<file path="src/rtl/div_pkg.sv">
// ----------------------------------------------------------------------------
// div_pkg
// Shared definitions for the sequential 2N/N unsigned divider.
//   QW      : default quotient / remainder / divisor width (dividend is 2*QW)
//   state_e : control FSM states
// ----------------------------------------------------------------------------
package div_pkg;

  localparam int QW = 16;

  typedef enum logic [1:0] {
    IDLE,
    BUSY,
    DONE
  } state_e;

endpackage

</file>
<file path="src/rtl/div_step.sv">
// ----------------------------------------------------------------------------
// div_step
// One combinational restoring-division iteration.
// Ports:
//   rem_i     : current partial remainder (always < divisor_i)
//   bit_i     : next dividend bit, shifted in at the LSB
//   divisor_i : divisor
//   rem_o     : new partial remainder
//   qbit_o    : quotient bit produced by this iteration
// ----------------------------------------------------------------------------
module div_step #(
  parameter int QW = div_pkg::QW
) (
  input  logic [QW-1:0] rem_i,
  input  logic          bit_i,
  input  logic [QW-1:0] divisor_i,
  output logic [QW-1:0] rem_o,
  output logic          qbit_o
);

  logic [QW:0] shifted;
  logic [QW:0] trial;

  // Because rem_i < divisor_i, the shifted value is < 2*divisor, so a
  // non-negative trial difference always fits back into QW bits and a
  // negative one means the shifted value itself fits in QW bits.
  always_comb begin
    shifted = {rem_i, bit_i};
    trial   = shifted - {1'b0, divisor_i};
    qbit_o  = ~trial[QW];
    rem_o   = qbit_o ? trial[QW-1:0] : shifted[QW-1:0];
  end

endmodule

</file>
<file path="src/rtl/div_32x16_seq.sv">
// ----------------------------------------------------------------------------
// div_32x16_seq
// Sequential unsigned divider: 2*QW-bit dividend by QW-bit divisor, one
// quotient bit per clock (restoring, MSB first), valid/ready on both sides.
// Ports:
//   clk, rst            : clock, synchronous active-high reset
//   in_valid / in_ready : operand handshake (ready only while idle)
//   dividend, divisor   : unsigned operands, captured at the accept edge
//   out_valid/out_ready : result handshake (valid only while done)
//   quotient, remainder : result, held until the result is taken
//   div_by_zero         : divisor was zero
//   overflow            : quotient would not fit in QW bits
// ----------------------------------------------------------------------------
module div_32x16_seq #(
  parameter int QW = div_pkg::QW
) (
  input  logic            clk,
  input  logic            rst,
  input  logic            in_valid,
  output logic            in_ready,
  input  logic [2*QW-1:0] dividend,
  input  logic [QW-1:0]   divisor,
  output logic            out_valid,
  input  logic            out_ready,
  output logic [QW-1:0]   quotient,
  output logic [QW-1:0]   remainder,
  output logic            div_by_zero,
  output logic            overflow
);

  import div_pkg::*;

  localparam int CW = $clog2(QW) + 1;

  state_e          state_q, state_d;
  logic [CW-1:0]   cnt_q, cnt_d;
  logic [QW-1:0]   rem_q, rem_d;
  logic [QW-1:0]   shift_q, shift_d;
  logic [QW-1:0]   dvs_q, dvs_d;
  logic [QW-1:0]   quot_q, quot_d;
  logic [QW-1:0]   remOut_q, remOut_d;
  logic            dbz_q, dbz_d;
  logic            ovf_q, ovf_d;

  logic            accept;
  logic            isZero;
  logic            isOvf;
  logic            lastIter;
  logic [QW-1:0]   stepRem;
  logic            stepQbit;

  assign accept   = in_valid && in_ready;
  assign isZero   = (divisor == '0);
  assign isOvf    = !isZero && (dividend[2*QW-1:QW] >= divisor);
  assign lastIter = (cnt_q == CW'(QW - 1));

  div_step #(.QW(QW)) u_step (
    .rem_i     (rem_q),
    .bit_i     (shift_q[QW-1]),
    .divisor_i (dvs_q),
    .rem_o     (stepRem),
    .qbit_o    (stepQbit)
  );

  // State register; reset wins over any handshake in the same cycle.
  always_ff @(posedge clk) begin
    if (rst) state_q <= IDLE;
    else     state_q <= state_d;
  end

  // Next-state logic. Exceptions skip the iteration phase entirely.
  always_comb begin
    state_d = state_q;
    unique case (state_q)
      IDLE: if (accept) state_d = (isZero || isOvf) ? DONE : BUSY;
      BUSY: if (lastIter) state_d = DONE;
      DONE: if (out_ready) state_d = IDLE;
      default: state_d = IDLE;
    endcase
  end

  // Handshake outputs decoded from the state alone.
  always_comb begin
    in_ready  = (state_q == IDLE);
    out_valid = (state_q == DONE);
  end

  // Datapath next-state. The low dividend half shifts out of shift_q MSB
  // first while quotient bits fill it from the LSB, so after QW steps it
  // holds the quotient. Result registers only change when entering DONE,
  // which keeps the outputs steady at all other times.
  always_comb begin
    rem_d    = rem_q;
    shift_d  = shift_q;
    dvs_d    = dvs_q;
    cnt_d    = cnt_q;
    quot_d   = quot_q;
    remOut_d = remOut_q;
    dbz_d    = dbz_q;
    ovf_d    = ovf_q;
    if (accept) begin
      cnt_d = '0;
      if (isZero || isOvf) begin
        quot_d   = '1;
        remOut_d = dividend[QW-1:0];
        dbz_d    = isZero;
        ovf_d    = isOvf;
      end else begin
        rem_d   = dividend[2*QW-1:QW];
        shift_d = dividend[QW-1:0];
        dvs_d   = divisor;
      end
    end else if (state_q == BUSY) begin
      rem_d   = stepRem;
      shift_d = {shift_q[QW-2:0], stepQbit};
      cnt_d   = cnt_q + CW'(1);
      if (lastIter) begin
        quot_d   = {shift_q[QW-2:0], stepQbit};
        remOut_d = stepRem;
        dbz_d    = 1'b0;
        ovf_d    = 1'b0;
      end
    end
  end

  // Datapath registers.
  always_ff @(posedge clk) begin
    if (rst) begin
      rem_q    <= '0;
      shift_q  <= '0;
      dvs_q    <= '0;
      cnt_q    <= '0;
      quot_q   <= '0;
      remOut_q <= '0;
      dbz_q    <= 1'b0;
      ovf_q    <= 1'b0;
    end else begin
      rem_q    <= rem_d;
      shift_q  <= shift_d;
      dvs_q    <= dvs_d;
      cnt_q    <= cnt_d;
      quot_q   <= quot_d;
      remOut_q <= remOut_d;
      dbz_q    <= dbz_d;
      ovf_q    <= ovf_d;
    end
  end

  assign quotient    = quot_q;
  assign remainder   = remOut_q;
  assign div_by_zero = dbz_q;
  assign overflow    = ovf_q;

endmodule
</file>
<file path="config.mk">
export PLATFORM = sky130hd
export DESIGN_NAME = div_32x16_seq
export DESIGN_NICKNAME = d
export VERILOG_FILES = /design/src/rtl/div_pkg.sv /design/src/rtl/div_step.sv /design/src/rtl/div_32x16_seq.sv
export SDC_FILE = /design/constraint.sdc
export NUM_CORES = 1
export LEC_CHECK = 0
export ABC_AREA = 1
export BUFFER_PORTS_ARGS = -buffer_cell sky130_fd_sc_hd__buf_2
export CAP_MARGIN = 20
export CELL_PAD_IN_SITES_DETAIL_PLACEMENT = 1
export CELL_PAD_IN_SITES_GLOBAL_PLACEMENT = 1
export CORE_ASPECT_RATIO = 2
export CORE_MARGIN = 3
export CORE_UTILIZATION = 36
export DETAILED_ROUTE_END_ITERATION = 10
export MAX_ROUTING_LAYER = met4
export PLACE_DENSITY = 0.76
export SLEW_MARGIN = 0
export SYNTH_ARGS = -nofsm -noshare
export SYNTH_HDL_FRONTEND = slang
export SYNTH_SLANG_ARGS = --single-unit
</file>
<file path="constraint.sdc">
create_clock -name clk -period 2.1 [get_ports clk]
set_clock_uncertainty 0.1 [all_clocks]
set_input_delay 0.315 -clock clk [delete_from_list [all_inputs] [get_ports clk]]
set_output_delay 0.315 -clock clk [all_outputs]
set_load 0.03 [all_outputs]
</file>
After elaboration in Yosys (flattened, before gate mapping)
Index checks and enable logic that the tools add are counted.

Add/sub/neg operators: 2. Order comparisons: 1. Equal/unequal tests: 8. Mux-type cells: 26. Bitwise operators: 2. Reductions and logical operators: 13.

Operators by type and width (count): 2-to-1 mux 16 bit (15); subtractor 17 x 16 -> 17 bit (1); >= comparator 16 bit (1); logical NOT 16 bit (1); 2-to-1 mux 2 bit (4); 2-to-1 mux 1 bit (6); != test 2 x 1 -> 1 bit, second input constant (3); one-hot mux 2 bit (3 select lines) (1); AND reduction 3 bit (2); adder 5 x 1 -> 5 bit, second input constant (1); equality test 5 x 4 -> 1 bit, second input constant (1); != test 2 bit, second input constant (2); AND reduction 2 bit (2); nonzero test 2 bit (2); equality test 2 x 1 -> 1 bit, second input constant (1); equality test 2 bit, second input constant (1); logical AND 1 bit (2); logical NOT 2 bit (1); inverter 1 bit (2); OR reduction 2 bit (1); logical NOT 1 bit (1); logical OR 1 bit (1).

Register bits: 89. Input bits: 52. Output and inout port bits: 36. Word-level logic and storage cells: 61.

Logic depth before layout (Yosys ltp)
Gate-level depths: netlist of run 1.

Depth after elaboration: 7. Mapped depth: 17. Depth with buffers taken out: 17.

By module
From an unflattened synthesis of run 1, not the netlist that was laid out.

Cells, all modules: 963. Area total of the unflattened synthesis: 6094.6 um^2.

Modules (own cells, without submodules): div_32x16_seq (instances 1, cells an instance 681, area each 4644.5 um^2, seq. area each 1781.7 um^2); div_step (instances 1, cells an instance 282, area each 1450.1 um^2, seq. area each 0.0 um^2).

Worst setup path before layout of run 1
OpenSTA, ideal clock, no wires.

Kind: register to register. Start point: register shift_q[15]. End point: register remOut_q[14], in the netlist remainder[14]. Library setup time: 64 ps. Data arrival time: 1954 ps. Data required time: 1936 ps. Path slack: -18 ps. Cell stages (with the launch flop): 18. Path buffers: 0. Clock period less this slack: 2118 ps. Path through: dfxtp_1 -> inv_1 -> ha_1 -> inv_1 -> fa_1 -> nand2_1 -> nand2_1 -> nand3_1 -> nand2_1 -> nand2_2 -> nand2_2 -> nand2_4 -> nand2_2 -> nor2_4 -> nand2_1 -> nand2_1 -> nor2_1 -> nor2_1.

Cells in the longest elaborated chain, start to end: 5.

RTL lines: start, declared (RTL line div_32x16_seq.sv:38) `logic [QW-1:0] shift_q, shift_d;`; start signal, assigned (RTL line div_32x16_seq.sv:139) `shift_q <= shift_d;`; subtractor 17 x 16 -> 17 bit (RTL line div_step.sv:29) `trial = shifted - {1'b0, divisor_i};`; 2-to-1 mux 16 bit (RTL line div_step.sv:31) `rem_o = qbit_o ? trial[QW-1:0] : shifted[QW-1:0];`; 2-to-1 mux 16 bit (RTL line div_32x16_seq.sv:117) `if (lastIter) begin`; 2-to-1 mux 16 bit (RTL line div_32x16_seq.sv:113) `end else if (state_q == BUSY) begin`; 2-to-1 mux 16 bit (RTL line div_32x16_seq.sv:101) `if (accept) begin`; end signal, assigned (RTL line div_32x16_seq.sv:143) `remOut_q <= remOut_d;`; end, declared (RTL line div_32x16_seq.sv:41) `logic [QW-1:0] remOut_q, remOut_d;`.

No other way between the ends. The select of a mux whose other input is x is not followed. A chain may end at the register's enable or synchronous reset.

Worst setup path in the final report of run 1
Start point: register dvs_q[15]. End point: register rem_q[15].

Cells in the longest elaborated chain, start to end: 4.

RTL lines: start, declared (RTL line div_32x16_seq.sv:39) `logic [QW-1:0] dvs_q, dvs_d;`; start signal, assigned (RTL line div_32x16_seq.sv:140) `dvs_q <= dvs_d;`; subtractor 17 x 16 -> 17 bit (RTL line div_step.sv:29); 2-to-1 mux 16 bit (RTL line div_step.sv:31); 2-to-1 mux 16 bit (RTL line div_32x16_seq.sv:113); 2-to-1 mux 16 bit (RTL line div_32x16_seq.sv:101); end signal, assigned (RTL line div_32x16_seq.sv:138) `rem_q <= rem_d;`; end, declared (RTL line div_32x16_seq.sv:37) `logic [QW-1:0] rem_q, rem_d;`.

No other way between the ends. The select of a mux whose other input is x is not followed.

==> metrics.txt, run 1 <==
RSZ-0062 raised after global routing=true; number of max-cap violations=0; synthesis-stage register bit count=89; PD cells=about 1100 nW/um^2; syn avg cell area=about 6.3 um^2; WL/cell=approximately 19 um; grt ovf=0; crit-path cells=inv_1 > ha_4 > nand2_2 > inv_1 > nand2_1 > nand2_1 > a21oi_4 > nand2_4 > nand2_4 > nand2_4 > nor2_4 > buf_12 > nand2_1 > nand2_2 > nor2_2 > nor2_1; routed vias/inst=approximately 5.3; Sinks on Clock Net=a little under 90; Worst VDD drop=between 600 and 700 uV; worst hold slack=0.113 ns; clock slew at the register clock pins of the worst setup and hold paths=about 0.07 ns; violated checks=setup timing; Hold Violations, Final=0; CP endpoint=rem_q[15]; FMAX=roughly 400 MHz; status=complete, but fails checks; Hold Crit Class=input port to flop; placer congestion estimate=0.899; die area=around 17000 um^2; Initial DRC Count=393; row count=63; Syn Nets=969; Crit. Startpoint=dvs_q[15]; total track usage=a little over a quarter; reg2reg path depth=16; most frequent cells in the layout=nand2_1 (212), nor2_1 (124), buf_4 (110); cell area after layout=between 7000 and 8000 um^2; Core Area=~15000 um^2; Port Buf Inserts=87; via count=~6700; TritonCTS Buffers=9; post-synth cell types=37; count of final setup violators=34; Clock Latency Late Sink=0.37 ns; worst slew pin tran=0.406 ns; placed instance area=approximately 7000 um^2; Reg2Reg Capture Point=rem_q[15]; Leakage=~4.1 nW; Worst Path Arrival=between 2 and 3 ns; Routed WL=~24 mm; Filler Cell Count=2009; dpl ws=-0.494 ns; post-route ant nets=0; clock root cell=clkbuf_16; H-tree depth=3; Setup crit start kind=flop; Rel. slew slack=72.9%; crit share post-route=120%; # IOs=88; first-pass GRT wire length=about 34 mm; synth top area cells=dfxtp_1 (32%), nand2_1 (17%), nor2_1 (9.1%); commonest non-fill, non-tap cell in the layout=nand2_1; Setup CP Type=flop to flop; sum of negative setup slack=-10.82 ns; # nets final=between 1000 and 1500; vias in the first global route=around 6800; post-route setup slack=-0.421 ns; # hold bufs at CTS=0; DPL Wire Length=approximately 15 mm; Antenna Cells=0; R2R Setup Slk=-0.42 ns; largest net degree at the start of global routing=81; reg-to-reg startpoint=dvs_q[15]; Crit-path slowest cell=a21oi_4; CTS tree=done; initial antenna violation count=0; Syn Inst Count=approximately 880; CP max stage delay=0.33 ns; Seq/Total Area, Yosys=between 30 and 40%; cell family with most CP delay=simple AND/OR/NAND/NOR gates; Crit. End Element=flop; final core occ=between 50% and 60%; CP Max Fanout=10; Layout area overhead=42.6%; First-pass DRT Iterations=4; top-area cell type share of the netlist area=32.1%; final slew viol count=0; cell count of the worst hold path=2; post-route minimum period=between 2 and 3 ns; Critical Path Stages=16; Starting Density=37.1%; Die X=approximately 94 um; layout cells sized above 1=between 30 and 40%; most area-hungry cell type in the Yosys netlist=dfxtp_1; die height=182 um; Critical Path RT=2.27 ns; DR DRC count=0; crit path buf inv count=3; Max Buffers Root-to-Sink=2; synthesized area=approximately 5600 um^2; Synth Warn #=0
==> logic make-up (layout without fill, tap and decap cells) <==
kind of cell | Yosys count | count (layout) | synth area share [%]
AND/OR/NAND/NOR | 487 | 487 | 36.9
buffers and inverters | 146 | 342 | 10.2
AO/OA/AOI/OAI | 116 | 116 | 11.4
flip-flops | 89 | 89 | 32.1
adder cells (fa/ha/maj) | 35 | 35 | 8.03
XOR/XNOR | 9 | 9 | 1.42
==> how the worst min path moves through the flow <==
stage                  end  startpoint
2_1_floorplan  div_by_zero         rst
3_3_place_gp      overflow    overflow
3_5_place_dp      dvs_q[0]    dvs_q[0]
4_1_cts         state_q[0]         rst
5_1_grt         state_q[1]         rst
6_report          overflow         rst
==> per-stage QoR <==
stage | total power, mW | std cells
floorplan | 4.53 | 882
global placement | 5.98 | 1244
detailed placement | 6.08 | 1244
CTS | 8.43 | 1267
global route | 9.57 | 1273
finish | 9.09 | 1273
==> state kept, by name, indices dropped and copies added (netlist names) <==
name         flops
dvs_q           16
rem_q           16
overflow         1
shift_q         16
remainder       16
cnt_q            5
state_q          2
quotient        16
div_by_zero      1
==> synth_stat cells, drive strengths merged <==
master / n
o21a: 3
o21bai: 3
o21ai: 60
ha: 34
xor2: 8
nand3b: 1
clkbuf: 19
buf: 14
a31oi: 1
nor3: 3
inv: 112
or2: 18
a21o: 2
nor2: 139
nand3: 63
nand2: 258
nand4: 5
dfxtp: 89
a21oi: 47
fa: 1
xnor2: 1
clkinv: 1
==> metal layers <==
layer	track usage (%)	vias to the layer above	share of wire, %
li1	-	3139	-
met1	26.6	3255	35
met2	49.6	201	55
met3	3.61	94	3.6
met4	12.0	0	6.0
met5	-	-	0
==> cell type report <==
class | count | area (um^2) | area share, %
clock buffers | 10 | 229 | 2.89
clock inverters | 6 | 75.1 | 0.948
inverters | 113 | 429 | 5.42
multi-input cells | 647 | 3640 | 46.0
flip-flops and latches | 89 | 1790 | 22.6
well taps | 195 | 244 | 3.08
repair buffers | 213 | 1510 | 19.0
==> repair_timing <==
item / 4_1_cts / 5_1_grt
resized for setup: 81 / 48
hold endpoints to repair: 0 / 0
setup endpoints to repair: 51 / 57
pin swaps: 37 / 14
buffers inserted: 7 / 6
==> report_power, final <==
group / internal [mW] / switching [mW] / leakage (nW)
Combinational: 2.03 / 3.20 / 3.24
Sequential: 1.95 / 0.187 / 0.736
Clock: 0.940 / 0.779 / 0.145
No activity file was read; power rests on OpenSTA's default activity.
==> run 2, diff against run 1 <==
- CORE_UTILIZATION: 36 -> 37
- PLACE_DENSITY: 0.76 -> 0.77
- SYNTH_HIERARCHICAL: unset -> 1
==> metrics.txt, run 2 <==
Antenna Cells=0; Reg2Reg Capture Point=remainder[4]; reg-to-reg startpoint=shift_q[15]; Setup crit start kind=flop; sum of negative setup slack=-20.41 ns; # nets final=roughly 1300; first-pass GRT wire length=about 40 mm; Seq/Total Area, Yosys=between 20% and 30%; largest net degree at the start of global routing=between 80 and 90; Leakage=4.48 nW; Post-synth EDFFs=0; post-route setup slack=-0.771 ns; Clock Latency Late Sink=between 0.3 and 0.4 ns; Filler Cell Count=2164; total track usage=28.7%; Synth Flop Type=dfxtp_1; First-pass DRT Iterations=5; violated checks=setup timing; DPL Wire Length=approximately 18 mm; DR DRC count=0; syn avg cell area=between 6 and 7 um^2; Worst VDD drop=605 uV; post-synthesis adder-cell area fraction=7.31%; Syn Inst Count=963; R2R Setup Slk=-0.77 ns; Max Buffers Root-to-Sink=2; clock slew at the register clock pins of the worst setup and hold paths=roughly 0.070 ns; Crit. Startpoint=shift_q[15]; Rel. slew slack=a little under three quarters; main combinational cell family by area after synthesis=simple AND/OR/NAND/NOR gates; count of final setup violators=between 40 and 50; Crit. End Element=flop; synth top area cells=dfxtp_1 (29%), nand2_1 (18%), nor2_1 (9.1%); Synth top cells by count=nand2_1 (296), nor2_1 (147), inv_1 (112), dfxtp_1 (89), nand3_1 (66); Initial DRC Count=between 400 and 500; worst slew pin tran=0.420 ns; Sinks on Clock Net=just under 90; placer congestion estimate=0.841; xor-xnor portion of the synthesized cell area=1.01%; RSZ-0062 raised after global routing=true; min-delay src=out_ready; most frequent cells in the layout=nand2_1 (276), nor2_1 (138), buf_4 (125); synthesis-stage register bit count=between 80 and 90; initial antenna violation count=0; post-route ant nets=0; cell area after layout=8510 um^2; PnR Total Power=roughly 10 mW; Hold Violations, Final=0; Die X=just under 100 um; Syn Nets=approximately 1100; crit share post-route=137%; Critical Path RT=~2.3 ns; layout cells sized above 1=roughly 31%; Routed WL=28.6 mm; post-synthesis simple-gate area fraction=between 40 and 50%; Core Area=roughly 16000 um^2; Starting Density=38.2%; Async SR Flop Fraction=0%; reg2reg path depth=18; die area=between 15000 and 20000 um^2; Worst Path Arrival=between 3 and 4 ns; Hold Crit Class=input port to flop; most frequent cell after synthesis=nand2_1; WL/cell=between 20 and 25 um; commonest non-fill, non-tap cell in the layout=nand2_1; Port Buf Inserts=87; H-tree depth=3; CTS tree=done; via count=between 7000 and 8000; cell count of the worst hold path=4; FMAX=348 MHz; status=complete, but fails checks; TritonCTS Buffers=9; final slew viol count=0; placed instance area=around 7700 um^2; Worst Hold Endpoint=state_q[1]; Layout area overhead=39.7%; compound-cell area share of the yosys netlist=about 5.3%; row count=between 60 and 70; # hold bufs at CTS=0; post-synth cell types=39; routed vias/inst=5.35; most area-hungry cell type in the Yosys netlist=dfxtp_1; clock root cell=clkbuf_16; Setup CP Type=flop to flop; Synth Warn #=6; PD cells=approximately 1200 nW/um^2; vias in the first global route=about 7700; # IOs=~90; mux contribution to synthesized area=0%; post-route minimum period=between 2 and 3 ns; top-area cell type share of the netlist area=29.2%; CP Max Fanout=6; grt ovf=0; die height=188 um; synthesized area=~6100 um^2; number of max-cap violations=0
==> run 2: report_power, final <==
group	switching, mW	internal, mW	total, mW
clock	0.791	1.06	1.85
sequential	0.201	1.93	2.13
combinational	3.62	2.51	6.13
==> run 2: area by class of cell <==
cell class	instances	area (um^2)	area share (%)
multi-input cells	714	3920	46.0
flip-flops and latches	89	1780	20.9
repair buffers	235	1780	20.9
inverters	119	457	5.36
well taps	201	251	2.95
clock buffers	9	225	2.65
clock inverters	7	101	1.19
==> run 2: worst max-delay path, cell delays in order, from the launching register on <==
cell and delay [ns]:
dfxtp_2 0.35, inv_2 0.06, ha_4 0.18, fa_2 0.41, inv_2 0.08, nand2_2 0.07, nand2_4 0.09, nand3_4 0.07
nand2_4 0.09, nand2_4 0.07, nand3_4 0.23, buf_8 0.18, nand3_4 0.09, nand2_2 0.09, nand2_2 0.08, nand2_2 0.13
nand3b_1 0.15, nand2_1 0.10, nor2_1 0.17
==> run 2: logic make-up (layout without fill, tap and decap cells) <==
kind of cell / count (synthesis) / in the layout
AOI/OAI and AO/OA: 62 / 62
xor gates and xnor gates: 7 / 7
adders and majority gates: 35 / 35
buffers and inverters: 161 / 370
DFF: 89 / 89
and+or+nand+nor: 609 / 610
==> run 2: worst max path at each step <==
stage               slack (ns)       endpoint  cells past startpoint
floorplan                -0.18   remainder[6]                     19
global placement         -0.38      dvs_q[13]                     12
detailed placement       -0.45       dvs_q[9]                     12
CTS                      -0.35  remainder[13]                     19
global route             -0.80   remainder[4]                     19
finish                   -0.77   remainder[4]                     18
==> run 2: metrics by stage <==
| step | std cells | hold WS [ns] | setup WS [ns] | util [%] |
|---|---|---|---|---|
| after floorplan | 963 | 0.284 | -0.180 | - |
| after global placement | 1345 | 0.351 | -0.377 | 48.2 |
| after detailed placement | 1345 | 0.359 | -0.451 | 48.2 |
| after CTS | 1370 | 0.133 | -0.355 | 51.9 |
| after global routing | 1374 | 0.143 | -0.798 | 53.4 |
| final | 1374 | 0.146 | -0.771 | 53.4 |
==> run 2: routing by layer <==
| layer | wire length, um | share of wire [%] | vias to the layer above | global-route usage [%] |
|---|---|---|---|---|
| li1 | - | - | 3377 | - |
| met1 | 9820 | 34 | 3541 | 27.6 |
| met2 | 14900 | 52 | 292 | 52.4 |
| met3 | 1220 | 4.2 | 136 | 2.90 |
| met4 | 2630 | 9.2 | 0 | 20.7 |
| met5 | 0 | 0 | - | - |
==> run 2: what timing repair did <==
item,4_1_cts,5_1_grt
pin swaps,20,23
cloned,2,2
gates resized for setup,32,45
setup endpoints to repair,77,51
setup buffers,7,4
==> run 3, diff against run 2 <==
- ABC_AREA: 1 -> 0
- BUFFER_PORTS_ARGS: -buffer_cell sky130_fd_sc_hd__buf_2 -> unset
- CORE_UTILIZATION: 37 -> 44
- DONT_BUFFER_PORTS: unset -> 1
- PLACE_DENSITY: 0.77 -> 0.76
==> metrics.txt, run 3 <==
Critical Path Stages=16; CP max stage delay=between 0.3 and 0.4 ns; FMAX=between 200 and 300 MHz; placer congestion estimate=0.869; PD cells=between 1500 and 2000 nW/um^2; Seq/Total Area, Yosys=between 30% and 40%; Worst VDD drop=about 890 uV; H-tree depth=3; WL/cell=roughly 28 um; number of max-cap violations=0; top-area cell type share of the netlist area=between 30% and 40%; Crit. End Element=flop; reg2reg path depth=16; crit-path cells=inv_2 > ha_4 > fa_2 > nor2b_4 > o31a_1 > o41a_1 > and4_4 > a311oi_4 > xnor2_2 > buf_12 > buf_4 > mux2_4 > nor2b_2 > nor3b_2 > buf_4 > a221oi_2; Port Buf Inserts=0; commonest non-fill, non-tap cell in the layout=buf_4; Initial DRC Count=about 360; count of final setup violators=54; Layout area overhead=36.6%; most area-hungry cell type in the Yosys netlist=dfxtp_1; Leakage=3.27 nW; total track usage=between 30% and 40%; Synth top cells by count=dfxtp_1 (89), inv_1 (69), a21oi_1 (67), nor2b_1 (53), nor2_1 (52); # IOs=around 90; crit path buf inv count=4; Routed WL=25.5 mm; synthesized area=around 5800 um^2; Sinks on Clock Net=89; Reg2Reg Capture Point=remainder[10]; DPL Wire Length=15.6 mm; Critical Path RT=around 2.2 ns; CTS tree=done; Core Area=12700 um^2; min-delay src=divisor[13]; Clock Latency Late Sink=0.35 ns; reg-to-reg startpoint=shift_q[15]; via count=just under 6000; post-route setup slack=-1.51 ns; vias in the first global route=6574; CP Max Fanout=7; Max Buffers Root-to-Sink=2; worst slew pin tran=~0.42 ns; post-route minimum period=around 3.6 ns; clock slew at the register clock pins of the worst setup and hold paths=around 0.070 ns; cell family with most CP delay=compound AO/OA/AOI/OAI gates; clock root cell=clkbuf_16; Setup crit start kind=flop; most frequent cell after synthesis=dfxtp_1; TritonCTS Buffers=9; violated checks=setup timing; Post-synth EDFFs=0; Crit-path slowest cell=o41a_1; final core occ=between 60% and 70%; routed vias/inst=~6.4; synth top area cells=dfxtp_1 (31%), mux2_2 (7.8%), ha_1 (7.4%); Worst Path Arrival=about 3.7 ns; grt ovf=0; first-pass GRT wire length=between 30 and 40 mm; post-synth cell types=slightly below 60; DR DRC count=0; Crit. Startpoint=shift_q[15]; PnR Total Power=between 10 and 15 mW; synthesis-stage register bit count=about 90; post-route ant nets=0; initial antenna violation count=0; Die X=86.9 um; Hold Violations, Final=0; syn avg cell area=around 8.6 um^2; status=complete, but fails checks; R2R Setup Slk=-1.51 ns; Synth Flop Type=dfxtp_1; Starting Density=45.3%; Async SR Flop Fraction=0%; Hold Crit Class=input port to flop; final slew viol count=0; Setup CP Type=flop to flop; cell count of the worst hold path=2; RSZ-0062 raised after global routing=true; Syn Inst Count=672; dpl ws=-1.64 ns; Syn Nets=between 700 and 800; die height=168 um; crit share post-route=172%; largest net degree at the start of global routing=between 60 and 70; layout cells sized above 1=about two fifths; CP endpoint=remainder[10]; die area=14600 um^2; row count=58; Antenna Cells=0; Synth Warn #=6; most frequent cells in the layout=buf_4 (99), dfxtp_1 (82), inv_1 (59); # nets final=between 800 and 900; Crit path top cell by count=buf_4; Rel. slew slack=between 70% and 80%; First-pass DRT Iterations=5
## run 3: cell types whose count changed in the layout (fill, tap and decap cells not counted), sizes merged, moves of 48 or more
cell / change
buf: -111
mux2: +48
nand3: -61
inv: -51
nor2: -107
nor2b: +53
nand2: -279
## run 3: per-stage QoR
step           TNS [ns]  cells  instance area [um^2]  hold slack (ns)
2_1_floorplan    -43.81    672                  6070            0.344
3_3_place_gp     -49.41    877                  6840            0.292
3_5_place_dp     -55.49    877                  6840            0.295
4_1_cts          -44.74    910                  7660           0.0190
5_1_grt          -54.20    917                  7860           0.0333
6_report         -50.33    917                  7860           0.0249
## run 3: layout make-up
type | instances | area [um^2]
clock inverter | 6 | 67.6
multi-input combinational | 472 | 4110
clock buffer | 9 | 225
timing repair buffer | 122 | 1180
inverter | 69 | 294
fill | 1384 | 4840
tap | 150 | 188
sequential | 89 | 1790
## run 3: worst min path at each step
stage | end | slack (ns)
after floorplan | dvs_q[10] | 0.34
after global placement | quotient[2] | 0.29
after detailed placement | quotient[2] | 0.30
after CTS | dvs_q[8] | 0.02
after global routing | dvs_q[1] | 0.03
final | dvs_q[13] | 0.02
## run 3: logic make-up after synthesis
logic type,synth area share [%]
simple gates,19.5
compound gates,20.7
buf+inv,8.61
flops,30.9
mux,10.4
fa+ha+maj,7.74
xor+xnor,2.11
## run 3: worst reg2reg max path: stages (launching register included)
cell and delay (ns):
dfxtp_2 0.33, inv_2 0.07, ha_4 0.13, fa_2 0.23, nor2b_4 0.06, o31a_1 0.26
o41a_1 0.34, and4_4 0.22, a311oi_4 0.34, xnor2_2 0.21, buf_12 0.18, buf_4 0.12
mux2_4 0.28, nor2b_2 0.17, nor3b_2 0.23, buf_4 0.16, a221oi_2 0.06
## run 3: layer usage
metal	track usage [%]	wire length, um	up-vias
met5	-	0	-
met4	29.5	2440	0
met3	6.65	1360	154
met2	60.3	13500	307
met1	31.1	8240	2870
li1	-	-	2543
## run 3: where the power goes
group / internal [mW] / switching (mW) / leakage, nW / total, mW
sequential: 1.95 / 0.441 / 0.732 / 2.39
clock: 0.925 / 0.768 / 0.138 / 1.69
combinational: 4.44 / 3.72 / 2.40 / 8.16
## run 3: repair_timing
action / CTS / global route
endpoints found under the hold margin: 56 / 0
buffers inserted: 14 / 9
cloned: 5 / 0
endpoints found under the setup margin: 51 / 69
pin swaps: 23 / 23
gates resized for setup: 67 / 49
hold buffers: 1 / 0
